File: src/rtl/vga_timing_generator_prog_if.sv
// Bus bundle for vga_timing_generator_prog.
// Carries the timing configuration port (cfg_*), the config status flags and
// the scan-out timing outputs. The generator is the slave; the control/scan-out
// side is the master. Optional fetch_* look-ahead outputs exist only when
// VGA_TIMING_LOOKAHEAD_EN is defined.
//   cfg_wr, cfg_h*/cfg_v*, cfg_hpol/cfg_vpol : master -> slave
//   cfg_pending, cfg_err                      : slave -> master
//   hsync, vsync, pixel_visible, pixel_x/y,
//   line_start, frame_start (+ fetch_*)       : slave -> master
interface vga_timing_generator_prog_if #(
    parameter int HBITS = 12,
    parameter int VBITS = 11
);
    logic             cfg_wr;
    logic [HBITS-1:0] cfg_hsize;
    logic [HBITS-1:0] cfg_hfp;
    logic [HBITS-1:0] cfg_hsync;
    logic [HBITS-1:0] cfg_hbp;
    logic [VBITS-1:0] cfg_vsize;
    logic [VBITS-1:0] cfg_vfp;
    logic [VBITS-1:0] cfg_vsync;
    logic [VBITS-1:0] cfg_vbp;
    logic             cfg_hpol;
    logic             cfg_vpol;
    logic             cfg_pending;
    logic             cfg_err;
    logic             hsync;
    logic             vsync;
    logic             pixel_visible;
    logic [HBITS-1:0] pixel_x;
    logic [VBITS-1:0] pixel_y;
    logic             line_start;
    logic             frame_start;
`ifdef VGA_TIMING_LOOKAHEAD_EN
    logic [HBITS-1:0] fetch_x;
    logic [VBITS-1:0] fetch_y;
    logic             fetch_valid;
`endif

    modport master (
`ifdef VGA_TIMING_LOOKAHEAD_EN
        input  fetch_x, fetch_y, fetch_valid,
`endif
        output cfg_wr, cfg_hsize, cfg_hfp, cfg_hsync, cfg_hbp,
        output cfg_vsize, cfg_vfp, cfg_vsync, cfg_vbp, cfg_hpol, cfg_vpol,
        input  cfg_pending, cfg_err,
        input  hsync, vsync, pixel_visible, pixel_x, pixel_y,
        input  line_start, frame_start
    );

    modport slave (
`ifdef VGA_TIMING_LOOKAHEAD_EN
        output fetch_x, fetch_y, fetch_valid,
`endif
        input  cfg_wr, cfg_hsize, cfg_hfp, cfg_hsync, cfg_hbp,
        input  cfg_vsize, cfg_vfp, cfg_vsync, cfg_vbp, cfg_hpol, cfg_vpol,
        output cfg_pending, cfg_err,
        output hsync, vsync, pixel_visible, pixel_x, pixel_y,
        output line_start, frame_start
    );
endinterface

File: src/rtl/vga_timing_generator_prog.sv
// Runtime-programmable VGA timing generator.
// Timing written through the cfg port lands in a shadow register and is moved
// to the active register only when leaving the last position of a frame
// (frame wrap, or the first enabled edge after parking), so a frame is never
// generated with mixed timing.
// Ports:
//   pixel_clk : pixel clock
//   reset_n   : asynchronous active-low reset (loads DEF_* timing, parks)
//   enable    : 1 = run, 0 = park at (HTOTAL-1, VTOTAL-1) with idle outputs
//   bus       : vga_timing_generator_prog_if.slave (config + timing outputs)
// Optional build macro VGA_TIMING_LOOKAHEAD_EN: adds fetch_x/fetch_y/
// fetch_valid carrying the undelayed position, and delays all display
// outputs by LOOKAHEAD cycles.
//
// state      | meaning
// -----------+------------------------------------------------------
// ST_PARKED  | counters held at last frame position, outputs idle
// ST_RUN     | counters advancing, outputs follow timing
module vga_timing_generator_prog #(
    parameter int HBITS     = 12,
    parameter int VBITS     = 11,
    parameter int DEF_HSIZE = 640,
    parameter int DEF_HFP   = 16,
    parameter int DEF_HSYNC = 96,
    parameter int DEF_HBP   = 48,
    parameter int DEF_VSIZE = 480,
    parameter int DEF_VFP   = 10,
    parameter int DEF_VSYNC = 2,
    parameter int DEF_VBP   = 33,
    parameter bit DEF_HPOL  = 1'b0,
    parameter bit DEF_VPOL  = 1'b0,
    parameter int LOOKAHEAD = 2
) (
    input  logic pixel_clk,
    input  logic reset_n,
    input  logic enable,
    vga_timing_generator_prog_if.slave bus
);

    localparam int HW = HBITS + 2;
    localparam int VW = VBITS + 2;

    if (LOOKAHEAD < 1 || LOOKAHEAD > 8) begin : g_bad_lookahead
        $error("LOOKAHEAD must be in 1..8");
    end

    typedef struct packed {
        logic [HBITS-1:0] hsize;
        logic [HBITS-1:0] hfp;
        logic [HBITS-1:0] hsync;
        logic [HBITS-1:0] hbp;
        logic [VBITS-1:0] vsize;
        logic [VBITS-1:0] vfp;
        logic [VBITS-1:0] vsync;
        logic [VBITS-1:0] vbp;
        logic             hpol;
        logic             vpol;
    } timing_t;

    typedef struct packed {
        logic             hs;
        logic             vs;
        logic             vis;
        logic [HBITS-1:0] x;
        logic [VBITS-1:0] y;
        logic             ls;
        logic             fs;
    } vid_t;

    typedef enum logic {ST_PARKED, ST_RUN} state_t;

    localparam timing_t DEF_TIMING = '{
        hsize: HBITS'(DEF_HSIZE), hfp: HBITS'(DEF_HFP),
        hsync: HBITS'(DEF_HSYNC), hbp: HBITS'(DEF_HBP),
        vsize: VBITS'(DEF_VSIZE), vfp: VBITS'(DEF_VFP),
        vsync: VBITS'(DEF_VSYNC), vbp: VBITS'(DEF_VBP),
        hpol: DEF_HPOL, vpol: DEF_VPOL};

    localparam logic [HBITS-1:0] DEF_PARK_COL =
        HBITS'(DEF_HSIZE + DEF_HFP + DEF_HSYNC + DEF_HBP - 1);
    localparam logic [VBITS-1:0] DEF_PARK_ROW =
        VBITS'(DEF_VSIZE + DEF_VFP + DEF_VSYNC + DEF_VBP - 1);

    localparam vid_t VID_IDLE = '{
        hs: ~DEF_HPOL, vs: ~DEF_VPOL, vis: 1'b0,
        x: '0, y: '0, ls: 1'b0, fs: 1'b0};

    function automatic logic [HW-1:0] htotal(input timing_t t);
        return HW'(t.hsize) + HW'(t.hfp) + HW'(t.hsync) + HW'(t.hbp);
    endfunction

    function automatic logic [VW-1:0] vtotal(input timing_t t);
        return VW'(t.vsize) + VW'(t.vfp) + VW'(t.vsync) + VW'(t.vbp);
    endfunction

    state_t           state_q, state_d;
    timing_t          active_q, active_d;
    timing_t          shadow_q, shadow_d;
    logic             pend_q, pend_d;
    logic [HBITS-1:0] col_q, col_d;
    logic [VBITS-1:0] row_q, row_d;
    vid_t             vid_q, vid_d;
    logic             pend_o_q, pend_o_d;
    logic             err_q, err_d;

    timing_t          wr_t;
    logic             wr_ok;
    logic [HW-1:0]    htot_q;
    logic [VW-1:0]    vtot_q;
    logic             col_last;
    logic             row_last;

    assign htot_q   = htotal(active_q);
    assign vtot_q   = vtotal(active_q);
    assign col_last = (HW'(col_q) == htot_q - HW'(1));
    assign row_last = (VW'(row_q) == vtot_q - VW'(1));

    // Write validation: nonzero active size and sync width, porches free,
    // totals must fit the counters.
    always_comb begin
        wr_t = '{
            hsize: bus.cfg_hsize, hfp: bus.cfg_hfp,
            hsync: bus.cfg_hsync, hbp: bus.cfg_hbp,
            vsize: bus.cfg_vsize, vfp: bus.cfg_vfp,
            vsync: bus.cfg_vsync, vbp: bus.cfg_vbp,
            hpol: bus.cfg_hpol, vpol: bus.cfg_vpol};
        wr_ok = (wr_t.hsize != '0) && (wr_t.vsize != '0) &&
                (wr_t.hsync != '0) && (wr_t.vsync != '0) &&
                (htotal(wr_t) <= (HW'(1) << HBITS)) &&
                (vtotal(wr_t) <= (VW'(1) << VBITS));
    end

    always_ff @(posedge pixel_clk or negedge reset_n) begin
        if (!reset_n) begin
            state_q <= ST_PARKED;
        end else begin
            state_q <= state_d;
        end
    end

    // Next state, next position and config bookkeeping.
    always_comb begin
        state_d  = state_q;
        active_d = active_q;
        shadow_d = shadow_q;
        pend_d   = pend_q;
        col_d    = col_q;
        row_d    = row_q;
        err_d    = 1'b0;

        case (state_q)
            ST_PARKED: begin
                if (enable) begin
                    state_d = ST_RUN;
                    col_d   = '0;
                    row_d   = '0;
                    if (pend_q) begin
                        active_d = shadow_q;
                        pend_d   = 1'b0;
                    end
                end
            end
            ST_RUN: begin
                if (!enable) begin
                    state_d = ST_PARKED;
                    col_d   = HBITS'(htot_q - HW'(1));
                    row_d   = VBITS'(vtot_q - VW'(1));
                end else if (col_last) begin
                    col_d = '0;
                    if (row_last) begin
                        row_d = '0;
                        if (pend_q) begin
                            active_d = shadow_q;
                            pend_d   = 1'b0;
                        end
                    end else begin
                        row_d = row_q + VBITS'(1);
                    end
                end else begin
                    col_d = col_q + HBITS'(1);
                end
            end
            default: begin
                state_d = ST_PARKED;
            end
        endcase

        // Applied after the apply step so a write on the apply edge stays
        // pending for the next boundary.
        if (bus.cfg_wr) begin
            if (wr_ok) begin
                shadow_d = wr_t;
                pend_d   = 1'b1;
            end else begin
                err_d = enable;
            end
        end
    end

    // Outputs are computed from the next position and next active config so
    // the registered values describe the current position with no lag.
    always_comb begin
        logic          run_d;
        logic [HW-1:0] hs_lo;
        logic [HW-1:0] hs_hi;
        logic [VW-1:0] vs_lo;
        logic [VW-1:0] vs_hi;

        run_d = (state_d == ST_RUN);
        hs_lo = HW'(active_d.hsize) + HW'(active_d.hfp);
        hs_hi = hs_lo + HW'(active_d.hsync);
        vs_lo = VW'(active_d.vsize) + VW'(active_d.vfp);
        vs_hi = vs_lo + VW'(active_d.vsync);

        vid_d     = VID_IDLE;
        vid_d.hs  = ~active_d.hpol;
        vid_d.vs  = ~active_d.vpol;
        if (run_d) begin
            vid_d.vis = (col_d < active_d.hsize) && (row_d < active_d.vsize);
            if (HW'(col_d) >= hs_lo && HW'(col_d) < hs_hi) begin
                vid_d.hs = active_d.hpol;
            end
            if (VW'(row_d) >= vs_lo && VW'(row_d) < vs_hi) begin
                vid_d.vs = active_d.vpol;
            end
            vid_d.x  = vid_d.vis ? col_d : '0;
            vid_d.y  = vid_d.vis ? row_d : '0;
            vid_d.ls = (col_d == '0);
            vid_d.fs = (col_d == '0) && (row_d == '0);
        end
        pend_o_d = run_d && pend_d;
    end

    always_ff @(posedge pixel_clk or negedge reset_n) begin
        if (!reset_n) begin
            active_q <= DEF_TIMING;
            shadow_q <= DEF_TIMING;
            pend_q   <= 1'b0;
            col_q    <= DEF_PARK_COL;
            row_q    <= DEF_PARK_ROW;
            vid_q    <= VID_IDLE;
            pend_o_q <= 1'b0;
            err_q    <= 1'b0;
        end else begin
            active_q <= active_d;
            shadow_q <= shadow_d;
            pend_q   <= pend_d;
            col_q    <= col_d;
            row_q    <= row_d;
            vid_q    <= vid_d;
            pend_o_q <= pend_o_d;
            err_q    <= err_d;
        end
    end

    vid_t vid_disp;

`ifdef VGA_TIMING_LOOKAHEAD_EN
    // Display outputs trail the fetch coordinates so framebuffer read latency
    // is hidden.
    vid_t dly_q [LOOKAHEAD];

    always_ff @(posedge pixel_clk or negedge reset_n) begin
        if (!reset_n) begin
            for (int i = 0; i < LOOKAHEAD; i++) begin
                dly_q[i] <= VID_IDLE;
            end
        end else begin
            dly_q[0] <= vid_q;
            for (int i = 1; i < LOOKAHEAD; i++) begin
                dly_q[i] <= dly_q[i-1];
            end
        end
    end

    assign vid_disp        = dly_q[LOOKAHEAD-1];
    assign bus.fetch_x     = vid_q.x;
    assign bus.fetch_y     = vid_q.y;
    assign bus.fetch_valid = vid_q.vis;
`else
    assign vid_disp = vid_q;
`endif

    assign bus.hsync         = vid_disp.hs;
    assign bus.vsync         = vid_disp.vs;
    assign bus.pixel_visible = vid_disp.vis;
    assign bus.pixel_x       = vid_disp.x;
    assign bus.pixel_y       = vid_disp.y;
    assign bus.line_start    = vid_disp.ls;
    assign bus.frame_start   = vid_disp.fs;
    assign bus.cfg_pending   = pend_o_q;
    assign bus.cfg_err       = err_q;

endmodule

File: src/flat_wrapper.sv
// flat-port wrapper written by rule: the top's interface ports become plain ports
module vga_timing_generator_prog_flat 
#(
    parameter int HBITS     = 12,
    parameter int VBITS     = 11,
    parameter int DEF_HSIZE = 640,
    parameter int DEF_HFP   = 16,
    parameter int DEF_HSYNC = 96,
    parameter int DEF_HBP   = 48,
    parameter int DEF_VSIZE = 480,
    parameter int DEF_VFP   = 10,
    parameter int DEF_VSYNC = 2,
    parameter int DEF_VBP   = 33,
    parameter bit DEF_HPOL  = 1'b0,
    parameter bit DEF_VPOL  = 1'b0,
    parameter int LOOKAHEAD = 2
)
  (pixel_clk, reset_n, enable, bus_cfg_wr, bus_cfg_hsize, bus_cfg_hfp, bus_cfg_hsync, bus_cfg_hbp, bus_cfg_vsize, bus_cfg_vfp, bus_cfg_vsync, bus_cfg_vbp, bus_cfg_hpol, bus_cfg_vpol, bus_cfg_pending, bus_cfg_err, bus_hsync, bus_vsync, bus_pixel_visible, bus_pixel_x, bus_pixel_y, bus_line_start, bus_frame_start);
  vga_timing_generator_prog_if #(.HBITS(HBITS), .VBITS(VBITS)) bus_i ();
  input  logic pixel_clk;
  input  logic reset_n;
  input  logic enable;
  input wire logic [$bits(bus_i.cfg_wr)-1:0] bus_cfg_wr;
  input wire logic [$bits(bus_i.cfg_hsize)-1:0] bus_cfg_hsize;
  input wire logic [$bits(bus_i.cfg_hfp)-1:0] bus_cfg_hfp;
  input wire logic [$bits(bus_i.cfg_hsync)-1:0] bus_cfg_hsync;
  input wire logic [$bits(bus_i.cfg_hbp)-1:0] bus_cfg_hbp;
  input wire logic [$bits(bus_i.cfg_vsize)-1:0] bus_cfg_vsize;
  input wire logic [$bits(bus_i.cfg_vfp)-1:0] bus_cfg_vfp;
  input wire logic [$bits(bus_i.cfg_vsync)-1:0] bus_cfg_vsync;
  input wire logic [$bits(bus_i.cfg_vbp)-1:0] bus_cfg_vbp;
  input wire logic [$bits(bus_i.cfg_hpol)-1:0] bus_cfg_hpol;
  input wire logic [$bits(bus_i.cfg_vpol)-1:0] bus_cfg_vpol;
  output wire logic [$bits(bus_i.cfg_pending)-1:0] bus_cfg_pending;
  output wire logic [$bits(bus_i.cfg_err)-1:0] bus_cfg_err;
  output wire logic [$bits(bus_i.hsync)-1:0] bus_hsync;
  output wire logic [$bits(bus_i.vsync)-1:0] bus_vsync;
  output wire logic [$bits(bus_i.pixel_visible)-1:0] bus_pixel_visible;
  output wire logic [$bits(bus_i.pixel_x)-1:0] bus_pixel_x;
  output wire logic [$bits(bus_i.pixel_y)-1:0] bus_pixel_y;
  output wire logic [$bits(bus_i.line_start)-1:0] bus_line_start;
  output wire logic [$bits(bus_i.frame_start)-1:0] bus_frame_start;
  assign bus_i.cfg_wr = bus_cfg_wr;
  assign bus_i.cfg_hsize = bus_cfg_hsize;
  assign bus_i.cfg_hfp = bus_cfg_hfp;
  assign bus_i.cfg_hsync = bus_cfg_hsync;
  assign bus_i.cfg_hbp = bus_cfg_hbp;
  assign bus_i.cfg_vsize = bus_cfg_vsize;
  assign bus_i.cfg_vfp = bus_cfg_vfp;
  assign bus_i.cfg_vsync = bus_cfg_vsync;
  assign bus_i.cfg_vbp = bus_cfg_vbp;
  assign bus_i.cfg_hpol = bus_cfg_hpol;
  assign bus_i.cfg_vpol = bus_cfg_vpol;
  assign bus_cfg_pending = bus_i.cfg_pending;
  assign bus_cfg_err = bus_i.cfg_err;
  assign bus_hsync = bus_i.hsync;
  assign bus_vsync = bus_i.vsync;
  assign bus_pixel_visible = bus_i.pixel_visible;
  assign bus_pixel_x = bus_i.pixel_x;
  assign bus_pixel_y = bus_i.pixel_y;
  assign bus_line_start = bus_i.line_start;
  assign bus_frame_start = bus_i.frame_start;
  vga_timing_generator_prog #(.HBITS(HBITS), .VBITS(VBITS), .DEF_HSIZE(DEF_HSIZE), .DEF_HFP(DEF_HFP), .DEF_HSYNC(DEF_HSYNC), .DEF_HBP(DEF_HBP), .DEF_VSIZE(DEF_VSIZE), .DEF_VFP(DEF_VFP), .DEF_VSYNC(DEF_VSYNC), .DEF_VBP(DEF_VBP), .DEF_HPOL(DEF_HPOL), .DEF_VPOL(DEF_VPOL), .LOOKAHEAD(LOOKAHEAD)) u_core (.pixel_clk(pixel_clk), .reset_n(reset_n), .enable(enable), .bus(bus_i));
endmodule
File: config.mk
export PLATFORM = sky130hd
export DESIGN_NAME = vga_timing_generator_prog_flat
export DESIGN_NICKNAME = d
export VERILOG_FILES = /design/src/rtl/vga_timing_generator_prog_if.sv /design/src/rtl/vga_timing_generator_prog.sv /design/src/flat_wrapper.sv
export SDC_FILE = /design/constraint.sdc
export NUM_CORES = 1
export LEC_CHECK = 0
export ABC_CLOCK_PERIOD_IN_PS = 12900
export BUFFER_PORTS_ARGS = -buffer_cell sky130_fd_sc_hd__buf_2
export CORE_ASPECT_RATIO = 0.5
export CORE_MARGIN = 8
export CORE_UTILIZATION = 30
export CTS_BUF_LIST = sky130_fd_sc_hd__clkbuf_8 sky130_fd_sc_hd__clkbuf_16
export CTS_CLUSTER_SIZE = 16
export DETAILED_ROUTE_END_ITERATION = 16
export PLACE_DENSITY = 0.56
export RECOVER_POWER = 50
export SLEW_MARGIN = 5
export SYNTH_ARGS = -nofsm -noshare
export SYNTH_HDL_FRONTEND = slang
export SYNTH_SLANG_ARGS = --single-unit
File: constraint.sdc
create_clock -name pixel_clk -period 12.9 [get_ports pixel_clk]
set_clock_uncertainty 0.2 [all_clocks]
set_input_delay 1.29 -clock pixel_clk [delete_from_list [all_inputs] [get_ports pixel_clk]]
set_output_delay 1.29 -clock pixel_clk [all_outputs]
set_load 0.05 [all_outputs]
After elaboration in Yosys (flattened, before gate mapping)
Index checks and enable logic that the tools add are counted.

operators by class
  $add $sub $neg = 20
  multiply operators = 0
  divide/modulo/power cells = 0
  order comparisons = 8
  eq/ne operators = 6
  shift-type cells = 0
  multiplexer cells = 30
  bitwise logic cells = 3
  reductions and logical operators = 18

operators by type and width
  cell                     number
  $mux W94                 5
  $pmux W94 S2             1
  $add A14 B12 Y14         5
  $add A13 B11 Y13         5
  $mux W11                 5
  $mux W12                 4
  $add A12 B12 Y13         3
  $add A11 B11 Y12         3
  $mux W28                 1
  $pmux W12 S2             1
  $reduce_bool A12 Y1      2
  $pmux W11 S2             1
  $reduce_bool A11 Y1      2
  $eq A12 B14 Y1           1
  $ge A12 B14 Y1           1
  $le A14 B13 Y1 const B   1
  $lt A12 B14 Y1           1
  $sub A14 B1 Y14 const B  1
  $eq A11 B13 Y1           1
  $ge A11 B13 Y1           1
  $le A13 B12 Y1 const B   1
  $lt A11 B13 Y1           1
  $sub A13 B1 Y13 const B  1
  $add A12 B1 Y12 const B  1
  12 further kinds         36

word-level totals
  flip-flop bits (word level) = 243
  latch bits = 0
  bits in writable memories = 0
  memory bits (read-only) = 0
  output and inout port bits = 30
  logic and storage cells = 118
  memories kept = 0

Logic depth before layout (Yosys ltp)
  depth after elaboration = 15
  gate-level depth with buffers = 54

Worst setup path before layout
OpenSTA, ideal clock, no wires.

  path type = reg2reg
  start = reg u_core.active_q[71] (netlist name)
  end = reg u_core.vid_q (netlist bit u_core.bus.hsync)
  setup time = 0.079 ns
  data arrival time = 10.047 ns
  required time = 12.621 ns
  setup slack = 2.574 ns
  stages on the path, launching flop included = 50
  clock period less this slack = 10.326 ns
  path through = dfrtp_1 -> ha_1 -> a21o_1 -> a21oi_1 -> o21ai_0 -> a21oi_1 -> o21ai_0 -> a21oi_1 -> nor2b_1 -> o21a_1 -> o41a_1 -> xnor2_1 -> ha_1 -> inv_1 -> fa_1 -> ha_1 -> buf_2 -> a21oi_1 -> [... 14 more ...] -> a21o_1 -> a21oi_1 -> o21ai_0 -> a21oi_1 -> o21bai_1 -> a21oi_1 -> o21bai_1 -> a2111oi_0 -> nor3_1 -> xnor2_1 -> ha_1 -> and4_1 -> nand3_1 -> nor2_1 -> o22ai_1 -> o21ai_0 -> or3b_2 -> xor2_1

RTL lines
  element                 RTL line                          source
  start, declared         vga_timing_generator_prog.sv:97   timing_t active_q, active_d;
  start signal, assigned  vga_timing_generator_prog.sv:245  active_q <= active_d;
  end signal, assigned    vga_timing_generator_prog.sv:250  vid_q <= vid_d;
  end, declared           vga_timing_generator_prog.sv:102  vid_t vid_q, vid_d;

==> summary.txt <==
Outcome
  – Status: complete, but fails checks
  – Failing checks: capacitance limit, slew limit

Drt
  – Via density: 4.90
  – Wire length per cell: 17.3 um
  – Drt drc: 0
  – Initial DRC Count: 984
  – Post-DRT Antenna Nets: 0
  – Routed via count: 14,400
  – DR pass1 iterations: 5
  – Wirelength, routed: 50,700 um

Yosys
  – Post-synth top area cell: dfrtp_1
  – Synthesis Warnings: 0
  – Ys flop type: dfrtp_1
  – Synth Register Bits: 243
  – Commonest cells post-synth: 269 x inv_1, 232 x ha_1, 199 x dfrtp_1
  – Share of the synthesized area in the top cell type: 0.258
  – Synth top area cells: dfrtp_1 26%, ha_1 15%, mux2_2 9.4%, dfstp_2 6.0%, fa_1 5.8%
  – Avg Inst Size Synth: 9.86 um^2
  – Syn Nets: 2,347
  – Ys async rst share: 1.00
  – Most numerous cell in the Yosys netlist: inv_1
  – Post-synth EDFFs: 0
  – Mapped Area: 19,300 um^2
  – Synth cell types: 89
  – Syn Inst Count: 1,961
  – Fraction of the yosys area taken by sequential cells: 0.317

Floorplanning
  – Initial Util: 0.305
  – Row count: 65
  – Io pins: 128
  – Core area: 63,400 um^2
  – Die footprint: 73,300 um^2
  – Die Height: 196 um
  – Die width: 375 um

Clock network
  – Post-CTS Resized: 0
  – Post-CTS setup buffers: 0
  – H-tree levels: 1
  – CTS Hold Buffers Added: 0
  – Clk_lat worst skew: 0.55 ns
  – CTS tree: built
  – CTS buffer count: 27
  – Clk Tree Root Cell: clkbuf_16
  – Sink Count: 243
  – Clk pin slew, worst setup/hold paths: 0.06 ns
  – Clock buffer depth: 3

Global routing
  – First-pass GRT wire length: 81,400 um
  – Overflow after GRT: 0
  – Largest net degree at the start of global routing: 109
  – Global-route usage over all layers: 0.137
  – Initial antenna violation count: 0
  – Vias in the first global route: 14,900

Timing
  – Setup TNS: 0 ns
  – Period utilisation layout: 0.919
  – Relative slew slack: -3.12
  – Tightest Pin Transition: 6.19 ns
  – Hold Fails Final Rpt: 0
  – Pins Over Slew Limit: 292
  – Final Critical Period: 11.85 ns
  – # setup viols final: 0
  – RSZ-0062 raised after global routing: false
  – Fmax achieved: 84.4 MHz

Finish
  – Multi-input logic area: 11,900 um^2
  – Register area: 6140 um^2
  – Diodes inserted: 0
  – Fillers: 6,461
  – Layout cell share with drive strength beyond 1: 0.187
  – Synth-to-layout area growth: 12.6%
  – Nets: 2,465

Setup path
  – CP Max Fanout: 20
  – Max stage delay on crit path: 0.66 ns
  – Worst path arrival time: 12.12 ns
  – CP max stage cell: o22ai_4
  – CP dominant cell by count: a21oi_1
  – Setup crit start kind: flop
  – Critical Path RT: 13.17 ns
  – Critical path type: reg2reg
  – Type of element capturing the critical path: flop

Placed design
  – Port-buffer cells: 127
  – Post-DP HPWL: 41,200 um
  – Final Wtd Congestion: 0.856

Job
  – # Max-Cap Violations: 4

Min path
  – Min-delay worst type: reg2reg
## layer usage
metal / up-vias / part of all wire / wire length (um) / GRT usage
met5: - / 0 / 0 / 0
met4: 0 / 0.023 / 1190 / 0.0311
met3: 66 / 0.031 / 1580 / 0.0133
met2: 194 / 0.52 / 26400 / 0.258
met1: 7029 / 0.43 / 21600 / 0.167
li1: 7095 / - / - / -
## layout make-up
| cell class | instances | area share |
|---|---|---|
| Clock buffer | 31 | 0.0335 |
| Timing Repair Buffer | 149 | 0.0347 |
| Inverter | 270 | 0.0465 |
| Clock inverter | 18 | 0.00695 |
| Sequential cell | 243 | 0.282 |
| Multi-Input combinational cell | 1388 | 0.548 |
| Tap cell | 837 | 0.0481 |
## cell usage in the layout, fill, tap and decap left out, drive strengths merged, types with 22 or more instances in the layout
cell    count
buf       117
clkbuf     63
xnor2      80
ha        232
dfrtp     199
nor3       36
nand2      88
nor4       22
a21o       52
nand3      35
xor2       47
inv       277
nor2       66
dfstp      44
nor3b      23
a21oi     109
mux2      161
fa         56
o21ai      94
## per-stage QoR
| step | setup WS (ns) | hold WS (ns) | instances | cell area, um^2 | utilization |
|---|---|---|---|---|---|
| final | 1.05 | 0.278 | 2936 | 21800 | 0.344 |
| after global routing | 0.169 | 0.307 | 2936 | 21800 | 0.344 |
| after CTS | 1.11 | 0.282 | 2936 | 21800 | 0.345 |
| after detailed placement | 1.21 | 0.263 | 2887 | 20900 | 0.331 |
| after global placement | 1.45 | 0.262 | 2887 | 20900 | 0.331 |
| after floorplan | 2.57 | 0.244 | 1961 | 19300 | - |
## sequential cells by signal, summed over array words and instances (netlist names), 11 cells and up
signal,count
u_core.bus.pixel_y,11
u_core.bus.pixel_x,12
u_core.shadow_q,94
u_core.col_q,12
u_core.active_q,94
u_core.row_q,11
## cell families (layout without fill, tap and decap cells)
family,Yosys count,in the layout,synth area share
adder cells (fa/ha/maj),288,288,0.208
buffers and inverters,330,468,0.0672
flip-flops,243,243,0.317
AO/OA/AOI/OAI,405,405,0.136
XOR/XNOR,133,133,0.0648
AND/OR/NAND/NOR,381,381,0.103
multiplexers,181,181,0.104
## worst paths after layout
path	from	end	slack, ns	cells past startpoint
min in group asynchronous	reset_n	u_core.shadow_q[33]	2.82	1
hold / removal	u_core.shadow_q[50]	u_core.active_q[50]	0.28	2
max in group asynchronous	reset_n	u_core.active_q[61]	4.06	2
hold reg to reg	u_core.shadow_q[50]	u_core.active_q[50]	0.28	2
setup / recovery	u_core.active_q[71]	u_core.bus.hsync	1.05	47
setup reg to reg	u_core.active_q[71]	u_core.bus.hsync	1.05	47
## worst max-delay path: cells and delay by family, from the launching register on
kind,cells,cell delay [ns]
fa+ha+maj,8,2.76
buf+inv,3,0.20
compound gates,23,5.16
xor+xnor,3,0.52
flops,1,0.40
simple gates,10,2.51
Power is not shown: default switching activity piles up to over one toggle a cycle in this logic, so the estimate is an artifact.
